$ cat src/rtl/ex_hazard_ctrl.sv
`default_nettype none
// ============================================================================
// Module   : ex_hazard_ctrl
// Purpose  : Execute-stage pipeline controller. Each cycle it decides whether
//            the instruction held in decode issues into EX, stalls, or is
//            flushed. It covers load-use hazards, taken-branch flushes, CSR
//            serialisation (drain in-flight work first) and memory
//            back-pressure.
// Ports    : i_clk, i_rst_n         clock (rising edge), async active-low reset
//            i_id_*                 decode-stage instruction attributes
//            i_ex_is_load, i_ex_rd  EX-stage load flag and destination register
//            i_ex_branch_taken      EX resolved a taken branch/jump
//            i_mem_busy             memory stall; freezes the controller
//            i_retire               one instruction retired at writeback
//            o_id_ready             decode instruction accepted this cycle
//            o_ex_en                EX pipeline-register load enable
//            o_ex_valid             EX holds a real instruction (registered)
//            o_flush                kill IF/ID contents
//            o_inflight             issued-but-not-retired count
//            o_stall_cycles         stall-cycle counter (EX_HAZARD_STATS_EN)
// Options  : define EX_HAZARD_STATS_EN to add the o_stall_cycles counter.
// Revision : 1.0 - initial release
// ============================================================================
module ex_hazard_ctrl #(
   parameter int FLUSH_CYCLES = 1,   // 1..7
   parameter int INFLIGHT_W   = 3
) (
   input  logic                  i_clk,
   input  logic                  i_rst_n,
   input  logic                  i_id_valid,
   input  logic [4:0]            i_id_rs1,
   input  logic [4:0]            i_id_rs2,
   input  logic                  i_id_use_rs1,
   input  logic                  i_id_use_rs2,
   input  logic                  i_id_is_csr,
   input  logic                  i_ex_is_load,
   input  logic [4:0]            i_ex_rd,
   input  logic                  i_ex_branch_taken,
   input  logic                  i_mem_busy,
   input  logic                  i_retire,
   output logic                  o_id_ready,
   output logic                  o_ex_en,
   output logic                  o_ex_valid,
   output logic                  o_flush,
   output logic [INFLIGHT_W-1:0] o_inflight
`ifdef EX_HAZARD_STATS_EN
   ,
   output logic [31:0]           o_stall_cycles
`endif
);

   typedef enum logic [1:0] {
      ST_RUN   = 2'd0,
      ST_FLUSH = 2'd1,
      ST_DRAIN = 2'd2
   } state_t;

   localparam logic [INFLIGHT_W-1:0] c_inflight_max = {INFLIGHT_W{1'b1}};
   localparam logic [2:0]            c_flush_init   = 3'(FLUSH_CYCLES);

   state_t                  r_state;
   state_t                  w_next_state;
   logic [2:0]              r_flush_cnt;
   logic [2:0]              w_next_flush_cnt;
   logic                    r_ex_valid;
   logic [INFLIGHT_W-1:0]   r_inflight;

   logic                    w_load_use;
   logic                    w_br;
   logic                    w_ready;
   logic                    w_issue;
   logic                    w_retire_eff;

   // ------------------------------------------------------------------------
   // State register
   // ------------------------------------------------------------------------
   always_ff @(posedge i_clk or negedge i_rst_n) begin
      if (!i_rst_n) begin
         r_state     <= ST_RUN;
         r_flush_cnt <= 3'd0;
         r_ex_valid  <= 1'b0;
      end else if (!i_mem_busy) begin
         r_state     <= w_next_state;
         r_flush_cnt <= w_next_flush_cnt;
         // A stall or flush loads a bubble into EX.
         r_ex_valid  <= w_issue;
      end
   end

   // ------------------------------------------------------------------------
   // Next-state and combinational outputs
   // ------------------------------------------------------------------------
   always_comb begin
      w_next_state     = r_state;
      w_next_flush_cnt = r_flush_cnt;
      w_load_use       = 1'b0;
      w_br             = 1'b0;
      w_ready          = 1'b0;

      w_load_use = r_ex_valid & i_ex_is_load & (i_ex_rd != 5'd0) &
                   ((i_id_use_rs1 & (i_id_rs1 == i_ex_rd)) |
                    (i_id_use_rs2 & (i_id_rs2 == i_ex_rd)));
      w_br       = r_ex_valid & i_ex_branch_taken & ~i_mem_busy;

      // A CSR waits until nothing older is in flight.
      w_ready = (r_state == ST_RUN) & ~w_br & ~i_mem_busy & ~w_load_use &
                (r_inflight != c_inflight_max) &
                ~(i_id_is_csr & (r_inflight != '0));

      // A taken branch overrides every state, including DRAIN.
      if (w_br) begin
         w_next_state     = ST_FLUSH;
         w_next_flush_cnt = c_flush_init;
      end else begin
         case (r_state)
            ST_RUN: begin
               if (i_id_valid & i_id_is_csr & (r_inflight != '0))
                  w_next_state = ST_DRAIN;
            end
            ST_FLUSH: begin
               w_next_flush_cnt = (r_flush_cnt != 3'd0) ? r_flush_cnt - 3'd1 : 3'd0;
               if (r_flush_cnt <= 3'd1)
                  w_next_state = ST_RUN;
            end
            ST_DRAIN: begin
               if (r_inflight == '0)
                  w_next_state = ST_RUN;
            end
            default: w_next_state = ST_RUN;
         endcase
      end
   end

   assign w_issue      = i_id_valid & w_ready;
   assign w_retire_eff = i_retire & (r_inflight != '0);

   // Combinational outputs are held low while reset is asserted.
   assign o_id_ready = i_rst_n & w_ready;
   assign o_ex_en    = i_rst_n & ~i_mem_busy;
   assign o_flush    = i_rst_n & (w_br | (r_state == ST_FLUSH));
   assign o_ex_valid = r_ex_valid;
   assign o_inflight = r_inflight;

   // ------------------------------------------------------------------------
   // In-flight counter. Retire is honoured even under memory back-pressure;
   // issue is impossible then, so only the decrement path can fire.
   // ------------------------------------------------------------------------
   always_ff @(posedge i_clk or negedge i_rst_n) begin
      if (!i_rst_n) begin
         r_inflight <= '0;
      end else if (w_issue & ~w_retire_eff) begin
         r_inflight <= r_inflight + INFLIGHT_W'(1);
      end else if (~w_issue & w_retire_eff) begin
         r_inflight <= r_inflight - INFLIGHT_W'(1);
      end
   end

`ifdef EX_HAZARD_STATS_EN
   logic [31:0] r_stall_cycles;

   // Counts decode-side stalls only; flush cycles are not stalls.
   always_ff @(posedge i_clk or negedge i_rst_n) begin
      if (!i_rst_n) begin
         r_stall_cycles <= 32'd0;
      end else if (i_id_valid & ~w_ready & ~o_flush & (r_stall_cycles != 32'hFFFF_FFFF)) begin
         r_stall_cycles <= r_stall_cycles + 32'd1;
      end
   end

   assign o_stall_cycles = r_stall_cycles;
`endif

endmodule
`default_nettype wire

$ cat config.mk
export PLATFORM = sky130hd
export DESIGN_NAME = ex_hazard_ctrl
export DESIGN_NICKNAME = d
export VERILOG_FILES = /design/src/rtl/ex_hazard_ctrl.sv
export SDC_FILE = /design/constraint.sdc
export NUM_CORES = 1
export LEC_CHECK = 0
export ABC_AREA = 1
export CAP_MARGIN = 20
export CORE_MARGIN = 2
export CORE_UTILIZATION = 45
export CTS_CLUSTER_DIAMETER = 100
export DETAILED_ROUTE_END_ITERATION = 10
export PLACE_DENSITY = 0.85
export SLEW_MARGIN = 10
export SYNTH_ARGS = -nofsm -noshare
export SYNTH_HDL_FRONTEND = slang
export SYNTH_SLANG_ARGS = --single-unit
$ cat constraint.sdc
create_clock -name i_clk -period 4.3 [get_ports i_clk]
set_input_delay 1.29 -clock i_clk [delete_from_list [all_inputs] [get_ports i_clk]]
set_output_delay 1.29 -clock i_clk [all_outputs]
set_load 0.005 [all_outputs]
==> metrics.txt <==
status=completed; CTS H-tree depth=1; critical path startpoint category=primary input; Synth cell types=21; Pleak=between 0.6 and 0.7 nW; fmax=around 240 MHz; crit path max fanout=3; post-CTS setup buffers=0; fraction of layout cells with a size suffix above 1=under 10%; Antenna Cells=0; CP cell instances=clkdlybuf4s50_1 -> inv_1 -> nand2_1 -> nand2_1 -> nor2_1 -> nand3_1 -> nand2_1 -> nand2_1 -> nand2_1 -> nor2_1 -> clkdlybuf4s50_1; pin count of the biggest net entering global routing=10; syn avg cell area=just over 6 um2; Final Skew=slightly below 0.9 ps; clk buf depth=2; sequential area share after synthesis=around 28%; GRT Util Overall=around a fifth; Period minus WS final=approximately 4200 ps; vias=~890; Least-Margin Pin Slew=about 230 ps; largest stage delay on the critical path=around 510 ps; CP endpoint kind=primary output; count of port buffers added during placement=31; synthesis-stage register bit count=9; Net count, final=between 150 and 200; dpl cell area=roughly 1100 um2; Final Hold Viols=0; chip width=around 46 um; vias in the first global route=870; Slew headroom=about 85%; met2 usage=41.1%; Post-Syn Area=792 um2; drt wl/cell=between 10 and 15 um; Yosys top cell area share=~28%; CTS tree=yes; Final GP Congestion=0.837; area delta synth->final=47.1%; Final HPWL DP=between 1.5 and 2 mm; die area=between 2000 and 2500 um2; drt first pass iters=4; Top delay family on crit path=buffers and inverters; CP max stage cell=clkdlybuf4s50_1; busiest metal layer after global routing=met2; total chip power=0.490 mW; Initial Util=a little under half; Synth Instances=approximately 130; Post-Route Utilization=between 60% and 70%; number of synthesized flops with an enable pin=0; Root Buffer Master=clkbuf_4; initial antenna violation count=0; RSZ-0062 raised after global routing=no; worst endpoint required time=approximately 3000 ps; clk slew on worst S/H paths=around 60 ps; Peak VDD IR=~0.00035 V; most frequent cell after synthesis=nand2_1; Synth Warn #=0; first-pass GRT wire length=between 3 and 4 mm; Worst Path Buf+Inv=3; asr flop ratio synth=100%; Worst EP arrival=2890 ps; Net Count, Synth=~160; Synth Flop Type=dfrtp_1; Chip Height=between 40 and 50 um; Sink Count=9; io pins=32; met1 Use GR=21.1%; final WL=~1.9 mm; DR iter-0 viols=14; largest area contributor in the netlist=dfrtp_1; maxcap violations=0; synth top area cells=dfrtp_1 (28%), nand2_1 (20%), inv_1 (12%), nand3_1 (6.3%), nor2_1 (6.2%); worst skew pair latency=approximately 260 ps; grt ovf=0; DR vias/cell=4.89; final setup vio count=0; setup_tns=0 ps; Power Density=roughly 420 nW/um2; Final Max Tran Viols=0; core area=between 1500 and 2000 um2; CP most frequent cell=nand2_1; Post-DRT Antenna Nets=0; Crit Path Class=primary input to primary output; period utilization=97.2%; top cells by count, synth=nand2_1 (43), inv_1 (25), nor2_1 (13); final instance area=approximately 1200 um2; Rows=15; worst-case hold slack=545 ps; # DRC=0; Hold Path Class=register to register; TritonCTS Buffers=3; GR met3 Demand/Resource=just under 4%
[placed cells by master (no fill, tap or decap)]
| cell type | instances |
|---|---|
| a21oi_1 | 6 |
| xnor2_1 | 1 |
| nand2_1 | 43 |
| inv_4 | 1 |
| nand3_4 | 1 |
| inv_2 | 1 |
| clkbuf_4 | 3 |
| nand3_1 | 10 |
| xor2_1 | 1 |
| fa_1 | 1 |
| buf_4 | 1 |
| o21ai_1 | 2 |
| nand4_1 | 1 |
| dfrtp_1 | 9 |
| nor2_2 | 3 |
| nor3_2 | 1 |
| nor2_1 | 13 |
| o21ai_0 | 3 |
| ha_1 | 3 |
| nand2_2 | 1 |
| inv_1 | 25 |
| o31ai_1 | 1 |
| clkbuf_1 | 1 |
| dlymetal6s2s_1 | 1 |
| mux2_2 | 1 |
| clkdlybuf4s50_1 | 30 |
[layout make-up]
type	count	area, um2
fill	135	524
multi-input combinational	92	468
timing repair buffer	32	320
sequential	9	225
inverter	27	104
clock buffer	4	26.3
tap	17	21.3
[metal layers]
layer | vias up | share of wire (%) | routed length [um]
li1 | 462 | - | -
met1 | 389 | 39 | 735
met2 | 30 | 54 | 1010
met3 | 4 | 5.8 | 109
met4 | 0 | 1.4 | 27
met5 | - | 0 | 0
[cell families (layout without fill, tap and decap cells)]
family	after synthesis	after routing	synth area share, %
DFF	9	9	28.4
AOI/OAI and AO/OA	12	12	7.90
xor gates and xnor gates	2	2	2.21
adders and majority gates	4	4	7.27
muxes	1	1	1.42
buffers and inverters	27	63	13.1
and+or+nand+nor	73	73	39.7
[stage by stage]
stage / setup slack [ps] / std cells
floorplan: 1170 / 128
global placement: 85.2 / 177
detailed placement: 2.14 / 177
CTS: 66.3 / 181
global route: 26.8 / 181
finish: 119 / 181
[sequential cells by signal, summed over array words and instances (netlist names)]
register     count
o_inflight       3
r_flush_cnt      3
r_state          2
o_ex_valid       1
[power by group]
group          switching (mW)  total (mW)  internal, mW
logic                   0.127       0.261         0.133
registers              0.0425       0.167         0.125
clock network          0.0272      0.0628        0.0356
total                   0.197       0.490         0.293
[repair_timing]
action                                  CTS  global route
pin swaps                                 0             0
hold buffers                              0             0
resized for setup                         1             1
endpoints found under the setup margin    1             1
[final timing paths]
path	to	depth (start not counted)	slack, ps	startpoint
min reg2reg	r_flush_cnt[0]$_DFFE_PN0P_	1	550	r_flush_cnt[0]$_DFFE_PN0P_
min	r_flush_cnt[0]$_DFFE_PN0P_	1	550	r_flush_cnt[0]$_DFFE_PN0P_
min in group asynchronous	r_state[1]$_DFFE_PN0P_	2	1340	i_rst_n
max in group asynchronous	r_state[0]$_DFFE_PN0P_	2	2840	i_rst_n
max reg2reg	o_inflight[2]$_DFFE_PN0P_	13	2010	o_inflight[0]$_DFFE_PN0P_
max	o_id_ready	11	120	i_ex_rd[3]
Power figures use the tool's default switching activity.
